`config.mk`:
```
export PLATFORM = sky130hd
export DESIGN_NAME = game_scheduler
export DESIGN_NICKNAME = d
export VERILOG_FILES = /design/src/rtl/game_pkg.sv /design/src/rtl/speed_ramp.sv /design/src/rtl/game_scheduler.sv
export SDC_FILE = /design/constraint.sdc
export NUM_CORES = 1
export LEC_CHECK = 0
export ABC_CLOCK_PERIOD_IN_PS = 3900
export BUFFER_PORTS_ARGS = -buffer_cell sky130_fd_sc_hd__buf_2
export CORE_MARGIN = 2
export CORE_UTILIZATION = 50
export CTS_CLUSTER_DIAMETER = 30
export DETAILED_ROUTE_END_ITERATION = 16
export PLACE_DENSITY_LB_ADDON = 0.12
export SETUP_SLACK_MARGIN = 0.5
export SYNTH_ARGS = -nofsm -noshare
export SYNTH_HDL_FRONTEND = slang
export SYNTH_SLANG_ARGS = --single-unit
```
`constraint.sdc`:
```
create_clock -name clk -period 3.9 [get_ports clk]
set_clock_uncertainty 0.05 [all_clocks]
set_input_delay 0.39 -clock clk [delete_from_list [all_inputs] [get_ports clk]]
set_output_delay 0.39 -clock clk [all_outputs]
set_load 0.02 [all_outputs]
```
`src/rtl/game_pkg.sv`:
```
// Shared types and constants for the game pacing controller and its speed datapath.
package game_pkg;

    typedef enum logic [2:0] {
        IDLE,
        STARTING,
        RUNNING,
        CRASHED,
        LOCKED,
        RESTART
    } state_t;

    localparam int SPEED_SCALE = 1024;
    localparam int TIMER_MOD   = 60;

    localparam int SPEED_W  = 15;
    localparam int TIMER_W  = 6;
    localparam int ACC_W    = 25;
    localparam int DIST_LSB = $clog2(SPEED_SCALE);

    localparam int DEF_INIT_SPEED     = 6144;
    localparam int DEF_MAX_SPEED      = 13312;
    localparam int DEF_ACCEL          = 1;
    localparam int DEF_CLEAR_FRAMES   = 180;
    localparam int DEF_RESTART_FRAMES = 30;
    localparam int DEF_UPDATE_GAP     = 8;

endpackage

```
`src/rtl/speed_ramp.sv`:
```
// Saturating game speed register and wrapping distance accumulator.
module speed_ramp
    import game_pkg::*;
#(
    parameter int INIT_SPEED = DEF_INIT_SPEED,
    parameter int MAX_SPEED  = DEF_MAX_SPEED,
    parameter int ACCEL      = DEF_ACCEL
) (
    input  logic               clk,
    input  logic               rst,
    input  logic               load_i,
    input  logic               step_i,
    output logic [SPEED_W-1:0] speed_o,
    output logic [SPEED_W-1:0] distance_o
);

    logic [SPEED_W-1:0] speed_q, speed_d;
    logic [ACC_W-1:0]   acc_q, acc_d;
    logic [SPEED_W:0]   sum;

    // Distance integrates the already-stepped speed, so each frame's advance matches the speed shown with it.
    always_comb begin
        sum     = {1'b0, speed_q} + (SPEED_W + 1)'(ACCEL);
        speed_d = speed_q;
        acc_d   = acc_q;
        if (load_i) begin
            speed_d = SPEED_W'(INIT_SPEED);
            acc_d   = '0;
        end else if (step_i) begin
            speed_d = (sum >= (SPEED_W + 1)'(MAX_SPEED)) ? SPEED_W'(MAX_SPEED) : sum[SPEED_W-1:0];
            acc_d   = acc_q + ACC_W'(speed_d);
        end
    end

    always_ff @(posedge clk) begin
        if (rst) begin
            speed_q <= SPEED_W'(INIT_SPEED);
            acc_q   <= '0;
        end else begin
            speed_q <= speed_d;
            acc_q   <= acc_d;
        end
    end

    assign speed_o    = speed_q;
    assign distance_o = acc_q[DIST_LSB +: SPEED_W];

endmodule

```
`src/rtl/game_scheduler.sv`:
```
// Pacing controller: turns frame ticks into update strobes and runs the start/crash/restart lifecycle.
module game_scheduler
    import game_pkg::*;
#(
    parameter int INIT_SPEED     = DEF_INIT_SPEED,
    parameter int MAX_SPEED      = DEF_MAX_SPEED,
    parameter int ACCEL          = DEF_ACCEL,
    parameter int CLEAR_FRAMES   = DEF_CLEAR_FRAMES,
    parameter int RESTART_FRAMES = DEF_RESTART_FRAMES,
    parameter int UPDATE_GAP     = DEF_UPDATE_GAP
) (
    input  logic               clk,
    input  logic               rst,
    input  logic               frame_tick,
    input  logic               jump_key,
    input  logic               crash_in,
    output logic               start,
    output logic               crash,
    output logic               game_rst,
    output logic               update,
    output logic [TIMER_W-1:0] timer,
    output logic [SPEED_W-1:0] speed,
    output logic               has_obstacles,
    output logic [SPEED_W-1:0] distance
);

    localparam int GAP_W = $clog2(UPDATE_GAP + 1);
    localparam int CLR_W = $clog2(CLEAR_FRAMES + 1);
    localparam int RST_W = $clog2(RESTART_FRAMES + 1);

    localparam logic [GAP_W-1:0]   GAP_SAT    = GAP_W'(UPDATE_GAP);
    localparam logic [CLR_W-1:0]   CLEAR_MAX  = CLR_W'(CLEAR_FRAMES);
    localparam logic [RST_W-1:0]   LOCK_LAST  = RST_W'(RESTART_FRAMES - 1);
    localparam logic [TIMER_W-1:0] TIMER_LAST = TIMER_W'(TIMER_MOD - 1);

    state_t             state_q, state_d;
    logic [GAP_W-1:0]   gap_q, gap_d;
    logic [CLR_W-1:0]   clear_q, clear_d;
    logic [RST_W-1:0]   lock_cnt_q, lock_cnt_d;
    logic [TIMER_W-1:0] timer_q, timer_d;
    logic               seen_low_q, seen_low_d;
    logic               start_q, start_d;
    logic               crash_q, crash_d;
    logic               game_rst_q, game_rst_d;
    logic               update_q, update_d;
    logic               has_obs_q, has_obs_d;
    logic               step, load;

    // Crash outranks a same-cycle tick; gap_q counts cycles since the last update, with the update cycle as 1.
    always_comb begin
        state_d    = state_q;
        step       = 1'b0;
        lock_cnt_d = lock_cnt_q;
        seen_low_d = 1'b0;
        case (state_q)
            IDLE:     if (jump_key) state_d = STARTING;
            STARTING: state_d = RUNNING;
            RUNNING: begin
                if (crash_in) begin
                    state_d    = CRASHED;
                    lock_cnt_d = '0;
                end else if (frame_tick && (gap_q >= GAP_SAT)) begin
                    step = 1'b1;
                end
            end
            CRASHED: begin
                if (frame_tick) begin
                    lock_cnt_d = lock_cnt_q + 1'b1;
                    if (lock_cnt_q == LOCK_LAST) state_d = LOCKED;
                end
            end
            LOCKED: begin
                seen_low_d = seen_low_q | ~jump_key;
                if (seen_low_q && jump_key) state_d = RESTART;
            end
            RESTART:  state_d = STARTING;
            default:  state_d = IDLE;
        endcase

        load = (state_d == STARTING) || (state_d == RESTART);

        gap_d = gap_q;
        if (state_d == RESTART)   gap_d = GAP_SAT;
        else if (step)            gap_d = GAP_W'(1);
        else if (gap_q < GAP_SAT) gap_d = gap_q + 1'b1;

        clear_d = clear_q;
        timer_d = timer_q;
        if (load) begin
            clear_d = '0;
            timer_d = '0;
        end else if (step) begin
            if (clear_q != CLEAR_MAX) clear_d = clear_q + 1'b1;
            timer_d = (timer_q == TIMER_LAST) ? '0 : timer_q + 1'b1;
        end

        start_d    = (state_d == STARTING);
        crash_d    = (state_d == CRASHED) || (state_d == LOCKED);
        game_rst_d = (state_d == RESTART);
        update_d   = step;
        has_obs_d  = (clear_d == CLEAR_MAX);
    end

    always_ff @(posedge clk) begin
        if (rst) begin
            state_q    <= IDLE;
            gap_q      <= GAP_SAT;
            clear_q    <= '0;
            lock_cnt_q <= '0;
            timer_q    <= '0;
            seen_low_q <= 1'b0;
            start_q    <= 1'b0;
            crash_q    <= 1'b0;
            game_rst_q <= 1'b0;
            update_q   <= 1'b0;
            has_obs_q  <= 1'b0;
        end else begin
            state_q    <= state_d;
            gap_q      <= gap_d;
            clear_q    <= clear_d;
            lock_cnt_q <= lock_cnt_d;
            timer_q    <= timer_d;
            seen_low_q <= seen_low_d;
            start_q    <= start_d;
            crash_q    <= crash_d;
            game_rst_q <= game_rst_d;
            update_q   <= update_d;
            has_obs_q  <= has_obs_d;
        end
    end

    speed_ramp #(
        .INIT_SPEED (INIT_SPEED),
        .MAX_SPEED  (MAX_SPEED),
        .ACCEL      (ACCEL)
    ) u_speed_ramp (
        .clk        (clk),
        .rst        (rst),
        .load_i     (load),
        .step_i     (step),
        .speed_o    (speed),
        .distance_o (distance)
    );

    assign start         = start_q;
    assign crash         = crash_q;
    assign game_rst      = game_rst_q;
    assign update        = update_q;
    assign timer         = timer_q;
    assign has_obstacles = has_obs_q;

endmodule
```
# == Yosys cells after proc, flatten, opt, wreduce, memory -nomap -nowiden ==
# Index checks and enable logic that the tools add are counted.
# word_totals
register_bits,72
output_inout_bits,41
elab_cells,72
# op_classes
addsub,6
n_lt_le_gt_ge,3
n_eq_ne,15
mux,19
bitwise_logic,3
reduce_logical,12
# ops
cell,count
25-bit by 15-bit adder with 25-bit output,1
8-bit two-way mux,3
3-bit case mux with 6 select lines,1
"15-bit by 1-bit adder with 16-bit output, second input constant",1
"16-bit by 14-bit >= comparator with 1-bit output, second input constant",1
15-bit two-way mux,1
3-bit two-way mux,5
"3-bit equality test, second input constant",4
5-bit two-way mux,2
5-bit case mux with 2 select lines,1
"3-bit by 2-bit equality test with 1-bit output, second input constant",3
"8-bit by 1-bit adder with 8-bit output, second input constant",1
"8-bit equality test, second input constant",1
4-bit two-way mux,2
"8-bit != test, second input constant",1
"6-bit by 1-bit adder with 6-bit output, second input constant",1
"3-bit by 1-bit equality test with 1-bit output, second input constant",2
"6-bit equality test, second input constant",1
6-bit two-way mux,1
2-bit OR reduction,3
"5-bit by 1-bit adder with 5-bit output, second input constant",1
"5-bit equality test, second input constant",1
"4-bit by 1-bit adder with 4-bit output, second input constant",1
"4-bit >= comparator, second input constant",1
11 further kinds,18

# == Logic depth before layout (Yosys ltp) ==
# Gate-level depths: netlist of run 1.
# logic_depth
depth_word,8
ltp_mapped,15

# == Hierarchy ==
# Synthesis of run 1 repeated with hierarchy kept, for this count alone.
# hier_totals
hier_cells,554
area_unflattened_um2,4575.6
# by_module_without_submodules
module,instances,cells_each,area_per_inst_um2,seq_area_each_um2
speed_ramp,1,376,2981.6,800.8
game_scheduler,1,178,1594.0,640.6

# == Worst setup path before layout of run 1 ==
# OpenSTA, ideal clock, no wires.
# synth_path
path_kind,reg-to-reg
startpoint,"reg u_speed_ramp.speed_q[0], in the netlist u_speed_ramp.speed_o[0]"
endpoint,reg u_speed_ramp.acc_q[16]
arrival_time_ns,3.922
required_time_ns,3.778
setup_slack_ns,-0.144
path_stages_with_launch,16
n_path_buf,1
period_less_slack_ns,4.044
cell_sequence,dfxtp_1 ha_1 nand3_1 o31ai_1 o2111ai_4 o221ai_2 buf_2 nor2_1 ha_1 fa_1 a21oi_1 nand4b_1 a21bo_2 a21boi_0 o311ai_0 mux2i_1
# synth_via
elab_chain_len,4
# synth_rtl
element,line_no,text
"start, declared",speed_ramp.sv:17,"logic [SPEED_W-1:0] speed_q, speed_d;"
"start signal, assigned",speed_ramp.sv:37,speed_q <= SPEED_W'(INIT_SPEED);
"start signal, assigned",speed_ramp.sv:40,speed_q <= speed_d;
15-bit by 1-bit adder with 16-bit output *,speed_ramp.sv:23,"sum = {1'b0, speed_q} + (SPEED_W + 1)'(ACCEL);"
16-bit by 14-bit >= comparator with 1-bit output,speed_ramp.sv:30,speed_d = (sum >= (SPEED_W + 1)'(MAX_SPEED)) ? SPEED_W'(MAX_SPEED) : sum[SPEED_W-1:0];
15-bit two-way mux *,speed_ramp.sv:30,
25-bit by 15-bit adder with 25-bit output *,speed_ramp.sv:31,acc_d = acc_q + ACC_W'(speed_d);
"end signal, assigned",speed_ramp.sv:38,acc_q <= '0;
"end signal, assigned",speed_ramp.sv:41,acc_q <= acc_d;
"end, declared",speed_ramp.sv:18,"logic [ACC_W-1:0] acc_q, acc_d;"
# Mark *: on every way between the ends. The rest lies on a longest branch, timed or not.
# A chain may end at the register's enable or synchronous reset.

# == Final worst setup path of run 1 ==
# layout_path
startpoint,"reg u_speed_ramp.speed_q[5], in the netlist u_speed_ramp.speed_o[5]"
endpoint,reg u_speed_ramp.acc_q[20]
# The elaborated chain is that of the path after synthesis.

==> results.md, run 1 <==
* DP HPWL at 7.57 mm
* DRC violation count after routing at 0
* Number of flops mapped to enable cells by yosys at 0
* R2R setup slack at 0.43 ns
* Antenna cells at 0
* HP Class: in -> reg
* Distinct cell type count after synthesis at 66
* DRT antenna net count at 0
* GRT Resource Usage Total at 24.4%
* Worst Path Required at 4.09 ns
* Cell mode on critical path: buf_12
* Initial Util at 51.4%
* CTS buffer count at 9
* R2R depth at 15
* Slew margin rel. at 48.3%
* Hold_buf cts at 0
* WS Path Type: reg -> reg
* Grt ovf at 0
* Tmin final at 3.47 ns
* Clock buffer depth at 2
* Post-Route WL at 12.2 mm
* DRT Pass-1 Iters at 4
* Fin. Hold Viols at 0
* Non-Filler Instances at 736
* CTS H-Tree Depth at 3
* Worst Setup End Kind: register
* # fillers at 720
* FMAX at 0.289 GHz
* Number of vias per cell at 5.97
* Yosys warning total at 0
* PD cells at 246 nW/um^2
* Final setup fails at 0
* Reg-to-reg startpoint: u_speed_ramp.speed_o[5]$_SDFFE_PP0P_
* Row count at 34
* R2r endpoint: u_speed_ramp.acc_q[20]$_SDFFE_PP0P_
* P_leak at 2.27 nW
* P&R area growth vs syn at 28.1%
* First-pass GRT wire length at 19.4 mm
* Number of global-route vias before repair at 4062
* Die width at 98.7 um
* Setup TNS at 0 ns
* Hold_sp: rst
* GP Congestion at 0.898
* Seq/Total Area, Yosys at 32.2%
* Gate Count Post-Synth at 555
* Post-route clock period utilization at 88.9%
* Synthesized cell area at 4480 um^2
* M1 WL at 5.46 mm
* Die Y at 98.7 um
* Outcome: completed
* Fin. max-slew vios at 0
* Actual slew at the worst max-slew pin at 0.769 ns
* WHS Path Cells at 2
* Slowest cell delay on critical path at 0.59 ns
* Synth async-reset ratio at 0%
* Critical Path AT at 3.66 ns
* IO Pins at 46
* Clock-pin slew on the worst setup and hold paths at 0.09 ns
* Core area at 8720 um^2
* End of the worst hold path: state_q[0]$_SDFF_PP0_
* Routed wl met2 at 5.91 mm
* Design area at 5740 um^2
* Crit Path Max Fanout at 8
* CTS tree: yes
* Highest layer used for signal routing: met4
* Met3 wire length at 558 um
* Die area at 9740 um^2
* First DRT Iteration DRCs at 161
* Clk Latency, worst-skew pair at 0.36 ns
* Syn nets at 584
* Clk sinks at 72
* MaxCap Viol Count at 0
* Largest net degree at the start of global routing at 32
* Layout Nets at 652
* Ordered cell list for the critical path: nand4_4, or4_4, o2111ai_4, o221ai_4, buf_12, nor2_4, ha_4, fa_2, a21oi_2, nand4b_1, a21bo_2, buf_12, a21oi_1, nor3_1, nand2b_1
* VDD IR-drop max at 168 uV
* Syn Area/Cell at 8.08 um^2
* Placed Cells at 675
* Worst path slowest cell: or4_4
* Power Total at 1.41 mW
* FF+latch count, synth at 72
* RSZ-0062 raised after global routing: true
* Initial antenna violation count at 0
* IO buf count at 45
* WL per Instance at 16.6 um
* Area post-placement at 4790 um^2
* Root buffer cell: clkbuf_8
* Ys flop type: dfxtp_1
* Via count at 4393
* Crit path launch type: register
* Proportion of layout cells with a drive suffix above 1 at 32.2%
routing by layer:
| metal | track usage (%) | up-vias |
|---|---|---|
| li1 | - | 2135 |
| met1 | 31.1 | 2121 |
| met2 | 40.5 | 114 |
| met3 | 4.75 | 23 |
| met4 | 10.1 | 0 |
| met5 | 0 | - |
power breakdown:
| group | internal, mW | leakage [nW] | switching [mW] |
|---|---|---|---|
| clock network | 0.271 | 0.0920 | 0.300 |
| logic | 0.0304 | 1.59 | 0.0702 |
| registers | 0.734 | 0.589 | 0.00749 |
| total | 1.03 | 2.27 | 0.378 |
how the worst max path moves through the flow:
stage / startpoint / end / slack (ns) / cells after the start
finish: u_speed_ramp.speed_o[5]$_SDFFE_PP0P_ / u_speed_ramp.acc_q[20]$_SDFFE_PP0P_ / 0.43 / 15
CTS: u_speed_ramp.speed_o[5]$_SDFFE_PP0P_ / u_speed_ramp.acc_q[19]$_SDFFE_PP0P_ / 0.47 / 13
detailed placement: u_speed_ramp.speed_o[0]$_SDFFE_PP0P_ / u_speed_ramp.acc_q[16]$_SDFFE_PP0P_ / 0.10 / 13
floorplan: u_speed_ramp.speed_o[8]$_SDFFE_PP0P_ / u_speed_ramp.acc_q[16]$_SDFFE_PP0P_ / 0.40 / 15
global route: u_speed_ramp.speed_o[5]$_SDFFE_PP0P_ / u_speed_ramp.acc_q[19]$_SDFFE_PP0P_ / 0.31 / 14
global placement: u_speed_ramp.speed_o[0]$_SDFFE_PP0P_ / u_speed_ramp.acc_q[14]$_SDFFE_PP0P_ / 0.17 / 13
through the flow:
step | setup slack (ns) | hold slack [ns] | util [%]
global placement | 0.167 | 0.392 | 55.0
global route | 0.314 | 0.307 | 65.8
floorplan | 0.399 | 0.386 | -
CTS | 0.471 | 0.291 | 62.1
detailed placement | 0.101 | 0.405 | 55.0
finish | 0.435 | 0.305 | 65.8
sequential cells by signal (all words and copies together), names as in the netlist:
name	count
crash	1
seen_low_q	1
u_speed_ramp.acc_q	25
u_speed_ramp.speed_o	15
has_obstacles	1
clear_q	8
gap_q	4
start	1
state_q	3
lock_cnt_q	5
game_rst	1
update	1
timer	6
critical path: cells and delay by family, from the launching register on:
| family | cells | cell delay (ns) |
|---|---|---|
| buf+inv | 2 | 0.33 |
| flops | 1 | 0.38 |
| compound gates | 5 | 0.91 |
| fa+ha+maj | 2 | 0.37 |
| simple gates | 6 | 1.31 |
placed cells by master (no fill, tap or decap), types with 7 or more instances in the layout:
cell	Yosys	final
a211oi_1	12	9
a21oi_1	37	24
buf_2	7	45
ha_4	0	9
nor3_1	12	10
o21ai_0	30	26
a21oi_2	0	9
a21o_1	11	11
nor2_1	46	37
xor2_1	18	18
ha_1	23	11
nand2_1	63	61
inv_1	17	17
buf_4	15	47
xnor2_1	15	14
nand2b_1	13	11
nand4_1	11	11
clkbuf_8	0	9
or3_1	7	7
nand3_1	28	26
dfxtp_4	0	11
dfxtp_1	72	60
kinds of logic after synthesis:
family,synth area share [%]
buffers and inverters,6.17
flip-flops,32.2
multiplexers,1.34
AO/OA/AOI/OAI,22.2
XOR/XNOR,6.45
AND/OR/NAND/NOR,24.8
other,0.0837
adder cells (fa/ha/maj),6.87
cell usage after synthesis, types with 11 or more instances:
library cell	n	area share, %
nand3_1	28	3.1
nor3_1	12	1.3
nand4_1	11	1.5
a211oi_1	12	2.0
a21o_1	11	1.8
nor2_1	46	3.9
xnor2_1	15	2.9
inv_1	17	1.4
nand2b_1	13	1.8
buf_4	15	2.5
ha_1	23	6.4
clkbuf_1	13	1.1
o21ai_0	30	3.3
dfxtp_1	72	32
xor2_1	18	3.5
nand2_1	63	5.3
a21oi_1	37	4.1
cell type report:
class | instances | area, um^2 | area share (%)
inverters | 17 | 63.8 | 1.11
clock inverters | 4 | 27.5 | 0.479
repair buffers | 95 | 629 | 11.0
multi-input cells | 428 | 3250 | 56.5
flip-flops and latches | 72 | 1480 | 25.8
clock buffers | 12 | 156 | 2.72
well taps | 108 | 135 | 2.35
timing repair:
item,CTS,global route
buffers inserted,29,15
pin swaps,32,21
setup endpoints to repair,19,18
cloned,1,0
gates resized for setup,38,35
Power figures use the tool's default switching activity.
==> run 2: changes to the inputs <==
Settings changed: ABC_AREA set to 1.
==> run 2 against run 1 <==
Against the previous run:
- non-clock buffer count is 46 lower
- synthesized cell count rose by 28%
- total power rose by 14%
- critical path type unchanged
==> results.md, run 2 <==
* Core area at 8810 um^2
* Setup TNS at 0 ns
* CTS tree: yes
* IO Pins at 46
* Hold_sp: rst
* Area of the multi-input gates at 2620 um^2
* Fin. Hold Viols at 0
* Row count at 34
* Hold_buf cts at 0
* WL per Instance at 12.3 um
* Slowest cell delay on critical path at 0.37 ns
* Synth area leader: dfxtp_1
* Syn Area/Cell at 6.43 um^2
* GP Congestion at 0.892
* PD cells at 318 nW/um^2
* Levels on crit path at 22
* Proportion of layout cells with a drive suffix above 1 at 12.2%
* VDD IR-drop max at 276 uV
* Critical Path AT at 3.31 ns
* # fillers at 877
* Final hold slack at 0.292 ns
* Via count at 4365
* FF+latch count, synth at 72
* R2R setup slack at 0.78 ns
* Synth top area cells: dfxtp_1 (32%), nand2_1 (13%), nor2_1 (8.7%)
* First DRT Iteration DRCs at 202
* DRT antenna net count at 0
* P&R area growth vs syn at 10.8%
* Synthesized cell area at 4570 um^2
* HP Class: in -> reg
* R2r endpoint: u_speed_ramp.acc_q[16]$_SDFFE_PP0P_
* Number of flops mapped to enable cells by yosys at 0
* Fin. max-slew vios at 0
* Synth top area share at 31.6%
* Post-Route WL at 10.4 mm
* Cell mode on critical path: nand2_1
* FMAX at 0.320 GHz
* Syn nets at 739
* WS Path Type: reg -> reg
* Ordered cell list for the critical path: ha_2, nand3_2, nor2_2, nand2_2, clkinv_2, nand2_1, nand2_1, a21oi_4, buf_12, buf_4, nand3_1, inv_1, ha_4, nand2_1, nor2_1, nand2_1, nand2_1, nand3_1, nand2_2, nand2_1, o21ai_0, nor2_1
* Seq/Total Area, Yosys at 31.6%
* Root buffer cell: clkbuf_8
* Worst setup margin at 0.778 ns
* Ys flop type: dfxtp_1
* Layout Nets at 767
* Number of vias per cell at 5.13
* Distinct cell type count after synthesis at 39
* IO buf count at 45
* Register Area at 1440 um^2
* Worst Setup End Kind: register
* Actual slew at the worst max-slew pin at 0.743 ns
* Tmin final at 3.12 ns
* Die area at 9910 um^2
* Max reg flops at 25
* CTS buffer count at 9
* Initial Util at 51.9%
* WHS Path Cells at 2
* R2R depth at 22
* Slew margin rel. at 50.5%
* DRT Pass-1 Iters at 5
* Gate Count Post-Synth at 710
* Synth async-reset ratio at 0%
* Initial antenna violation count at 0
* First-pass GRT wire length at 17.5 mm
* Die width at 99.6 um
* Crit Path Max Fanout at 9
* Most frequent cell after synthesis: nand2_1
* Most frequent cells in the layout: nand2_1 (156), nor2_1 (104), inv_1 (102)
* Dpl ws at 0.561 ns
* Crit path launch type: register
* Reg-to-reg startpoint: u_speed_ramp.speed_o[1]$_SDFFE_PP0P_
* Clock-pin slew on the worst setup and hold paths at 0.08 ns
* RSZ-0062 raised after global routing: false
* Antenna cells at 0
* Reg with most FFs: u_speed_ramp.acc_q
* Final setup fails at 0
* Clk Latency, worst-skew pair at 0.35 ns
* Clock buffer depth at 2
* CTS H-Tree Depth at 3
* Top cell types by occurrence after synthesis: nand2_1 (158), nor2_1 (106), inv_1 (102)
* Outcome: completed
* Largest net degree at the start of global routing at 78
* Number of global-route vias before repair at 3979
* Grt ovf at 0
* P_leak at 2.44 nW
* DP HPWL at 7.51 mm
* Commonest non-fill, non-tap cell in the layout: nand2_1
* Power Total at 1.61 mW
* GRT Resource Usage Total at 21.3%
* WP buf/inv at 4
* MaxCap Viol Count at 0
* Yosys warning total at 0
* Clk sinks at 72
* Post-route clock period utilization at 80.0%
* End of the worst hold path: lock_cnt_q[1]$_SDFFE_PP0P_
* Worst Path Required at 4.09 ns
* Die Y at 99.6 um
* Family with the most delay on the worst path: simple AND/OR/NAND/NOR gates
* Worst path slowest cell: dfxtp_1
* DRC violation count after routing at 0
[run 2: final cells by class]
| cell class | instances | share of cell area [%] |
|---|---|---|
| Tap cell | 108 | 2.67 |
| Multi-Input combinational cell | 503 | 51.7 |
| Timing Repair Buffer | 49 | 5.29 |
| Inverter | 103 | 7.66 |
| Clock buffer | 10 | 2.72 |
| Clock inverter | 6 | 1.48 |
| Sequential cell | 72 | 28.5 |
[run 2: what timing repair did]
| item | in CTS | in global routing |
|---|---|---|
| setup endpoints to repair | 0 | 19 |
| gates resized for setup | 0 | 16 |
| setup buffers | 0 | 2 |
| endpoints found under the hold margin | 0 | 0 |
[run 2: power breakdown]
group / internal, mW / switching [mW]
combinational: 0.0619 / 0.123
sequential: 0.763 / 0.0251
clock: 0.323 / 0.312
[run 2: worst reg2reg max path, stage by stage (launching register included)]
cell and delay (ns):
dfxtp_1 0.37, ha_2 0.21, nand3_2 0.11, nor2_2 0.15, nand2_2 0.09, clkinv_2 0.07, nand2_1 0.04, nand2_1 0.11
a21oi_4 0.10, buf_12 0.14, buf_4 0.13, nand3_1 0.13, inv_1 0.09, ha_4 0.29, nand2_1 0.09, nor2_1 0.16
nand2_1 0.07, nand2_1 0.12, nand3_1 0.10, nand2_2 0.12, nand2_1 0.06, o21ai_0 0.17, nor2_1 0.05
[run 2: cells by family (layout without fill, tap and decap cells)]
group	count (synthesis)	count (layout)	share of synthesized area (%)
other	1	1	0.0821
buffers and inverters	136	168	13.0
and+or+nand+nor	365	366	34.0
xor gates and xnor gates	15	15	2.88
adders and majority gates	24	24	6.74
DFF	72	72	31.6
AOI/OAI and AO/OA	97	97	11.7
[run 2: worst max-delay path by stage]
stage	from	end
2_1_floorplan	u_speed_ramp.speed_o[0]$_SDFFE_PP0P_	u_speed_ramp.acc_q[10]$_SDFFE_PP0P_
3_3_place_gp	u_speed_ramp.speed_o[0]$_SDFFE_PP0P_	u_speed_ramp.acc_q[10]$_SDFFE_PP0P_
3_5_place_dp	u_speed_ramp.speed_o[0]$_SDFFE_PP0P_	u_speed_ramp.acc_q[10]$_SDFFE_PP0P_
4_1_cts	u_speed_ramp.speed_o[0]$_SDFFE_PP0P_	u_speed_ramp.acc_q[10]$_SDFFE_PP0P_
6_report	u_speed_ramp.speed_o[1]$_SDFFE_PP0P_	u_speed_ramp.acc_q[16]$_SDFFE_PP0P_
5_1_grt	u_speed_ramp.speed_o[1]$_SDFFE_PP0P_	u_speed_ramp.acc_q[17]$_SDFFE_PP0P_
[run 2: per-layer routing]
layer | part of all wire (%) | up-vias | global-route usage [%]
li1 | - | 2325 | -
met1 | 47 | 1941 | 25.4
met2 | 48 | 87 | 38.4
met3 | 3.4 | 12 | 4.29
met4 | 1.1 | 0 | 6.43
met5 | 0 | - | 0
[run 2: per-stage QoR]
| step | area [um^2] | util, % | std cells |
|---|---|---|---|
| 3_3_place_gp | 4740 | 53.9 | 832 |
| 2_1_floorplan | 4570 | - | 710 |
| 4_1_cts | 4950 | 56.3 | 848 |
| 6_report | 5060 | 57.5 | 851 |
| 3_5_place_dp | 4740 | 53.9 | 832 |
| 5_1_grt | 5060 | 57.5 | 851 |
==> run 3: changes to the inputs <==
Settings changed: ABC_CLOCK_PERIOD_IN_PS 3900 to 3250.
Clock period 3.9 ns to 3.25 ns, I/O delays scaled along.
==> run 3 against run 2 <==
Against the previous run:
- flip-flop and latch count is the same
- clock power is 22% higher
- cell count is 2.9% higher
- setup slack got worse by 0.60 ns
- hold slack worse by 0.10 ns
- critical path type unchanged
- critical endpoint is now u_speed_ramp.acc_q[18]$_SDFFE_PP0P_
- largest cell class unchanged
==> results.md, run 3 (same netlist as run 2, synthesis figures left out) <==
* Outcome: completed
* Worst Setup End Kind: register
* Clock-pin slew on the worst setup and hold paths at 0.10 ns
* Tmin final at 3.07 ns
* RSZ-0062 raised after global routing: true
* IO buf count at 45
* End of the worst hold path: lock_cnt_q[1]$_SDFFE_PP0P_
* Die area at 9910 um^2
* CTS H-Tree Depth at 3
* Worst setup margin at 0.179 ns
* Via count at 4730
* PD cells at 340 nW/um^2
* Die width at 99.6 um
* Fin. Hold Viols at 0
* Reg with most FFs: u_speed_ramp.acc_q
* DRT Pass-1 Iters at 5
* DRT antenna net count at 0
* Power Total at 1.99 mW
* Clock buffer depth at 2
* Area post-placement at 4820 um^2
* Dpl ws at 0.0760 ns
* Grt ovf at 0
* Fin util at 66.4%
* Number of vias per cell at 5.40
* DRC violation count after routing at 0
* Initial Util at 51.9%
* Post-Route WL at 12.4 mm
* Most frequent cells in the layout: nand2_1 (125), nor2_1 (93), inv_1 (91)
* DP HPWL at 7.78 mm
* Worst Path Required at 3.47 ns
* Sequential share of power at 47.6%
* WHS Path Cells at 2
* Gate power share at 13.3%
* Design area at 5850 um^2
* R2r endpoint: u_speed_ramp.acc_q[18]$_SDFFE_PP0P_
* Number of global-route vias before repair at 4357
* Initial antenna violation count at 0
* CTS tree: yes
* WL per Instance at 14.1 um
* First-pass GRT wire length at 19.5 mm
* Layout Nets at 792
* Max reg flops at 25
* Sw frac at 30.5%
* Proportion of layout cells with a drive suffix above 1 at 28.3%
* Clock power frac at 39.1%
* Core area at 8810 um^2
* CTS buffer count at 9
* Crit Path Max Fanout at 7
* P_leak at 2.66 nW
* MaxCap Viol Count at 0
* Post-route clock period utilization at 94.5%
* Slew margin rel. at 48.7%
* Hold_buf cts at 0
* GP Congestion at 0.888
* Crit path launch type: register
* Reg-to-reg startpoint: u_speed_ramp.speed_o[2]$_SDFFE_PP0P_
* Clk sinks at 72
* GRT Resource Usage Total at 24.0%
* HP Class: in -> reg
* Setup TNS at 0 ns
* Die Y at 99.6 um
* P&R area growth vs syn at 28.0%
* R2R depth at 19
* Clk Latency, worst-skew pair at 0.38 ns
* Largest net degree at the start of global routing at 78
* First DRT Iteration DRCs at 194
* WS Path Type: reg -> reg
* Internal power at 1.38 mW
* Commonest non-fill, non-tap cell in the layout: nand2_1
* Root buffer cell: clkbuf_8
* VDD IR-drop max at 265 uV
* Critical Path AT at 3.29 ns
* Row count at 34
* IO Pins at 46
* R2R setup slack at 0.18 ns
* P_sw at 0.607 mW
* # fillers at 780
* Final setup fails at 0
* FMAX at 0.326 GHz
* Actual slew at the worst max-slew pin at 0.770 ns
* Hold_sp: rst
* Fin. max-slew vios at 0
* Antenna cells at 0
[run 3: cell count changes in the layout (fill, tap and decap cells not counted), moves of 12 or more]
cell / delta
buf_4: +21
ha_4: +12
nand2_1: -31
nand2_2: +23
nand3_1: -15
[run 3: cell type report]
class                           instances  area, um^2  share of cell area (%)
Inverter                              103         394                    6.74
Multi-Input combinational cell        503        3170                    54.3
Tap cell                              108         135                    2.31
Timing Repair Buffer                   74         479                    8.20
Sequential cell                        72        1460                    24.9
Clock inverter                          7        83.8                    1.43
Clock buffer                            9         124                    2.12
[run 3: power groups by stage]
stage	clock network, mW	logic (mW)	registers (mW)
2_1_floorplan	0	0.167	0.966
3_3_place_gp	0	0.217	0.963
3_5_place_dp	0	0.221	0.965
4_1_cts	0.790	0.247	0.946
5_1_grt	0.826	0.294	0.951
6_report	0.777	0.263	0.946
[run 3: stage by stage]
stage / cells / hold WS [ns]
2_1_floorplan: 710 / 0.390
3_3_place_gp: 833 / 0.401
3_5_place_dp: 833 / 0.411
4_1_cts: 865 / 0.186
5_1_grt: 876 / 0.193
6_report: 876 / 0.189
[run 3: how the worst max path moves through the flow]
stage | start | endpoint | slack [ns]
after floorplan | u_speed_ramp.speed_o[1]$_SDFFE_PP0P_ | u_speed_ramp.acc_q[10]$_SDFFE_PP0P_ | 0.50
after global placement | u_speed_ramp.speed_o[0]$_SDFFE_PP0P_ | u_speed_ramp.acc_q[17]$_SDFFE_PP0P_ | 0.09
after detailed placement | u_speed_ramp.speed_o[0]$_SDFFE_PP0P_ | u_speed_ramp.acc_q[17]$_SDFFE_PP0P_ | 0.08
after CTS | u_speed_ramp.speed_o[0]$_SDFFE_PP0P_ | u_speed_ramp.acc_q[20]$_SDFFE_PP0P_ | 0.39
after global routing | u_speed_ramp.speed_o[2]$_SDFFE_PP0P_ | u_speed_ramp.acc_q[12]$_SDFFE_PP0P_ | -0.08
final | u_speed_ramp.speed_o[2]$_SDFFE_PP0P_ | u_speed_ramp.acc_q[18]$_SDFFE_PP0P_ | 0.18
[run 3: critical path, stage by stage (launching register included)]
cell and delay, ns:
dfxtp_2 0.41, nand2_1 0.14, nor2_1 0.14, nand2_1 0.14, nor2_1 0.17, nand2_1 0.08, nand2_2 0.16, nand3_4 0.21
nand3_2 0.15, inv_1 0.08, ha_4 0.30, nand2_2 0.12, nor2_2 0.23, nand2_1 0.13, nand2_1 0.09, nand2_1 0.06
nand3_2 0.11, nand3_1 0.07, nand2_1 0.08, nor2_1 0.04
[run 3: timing repair]
action                                  CTS  global route
gates cloned                              1             0
pin swaps                                30            27
resized for setup                        81            57
endpoints found under the setup margin   22            23
buffers inserted                         15            11
[run 3: metal layers]
layer  wire length, um  global-route usage [%]  vias up
met5                 0                       0        -
met1              5400                    29.4     2186
li1                  -                       -     2375
met2              6030                    41.7      134
met4               342                    8.32        0
met3               616                    5.20       35
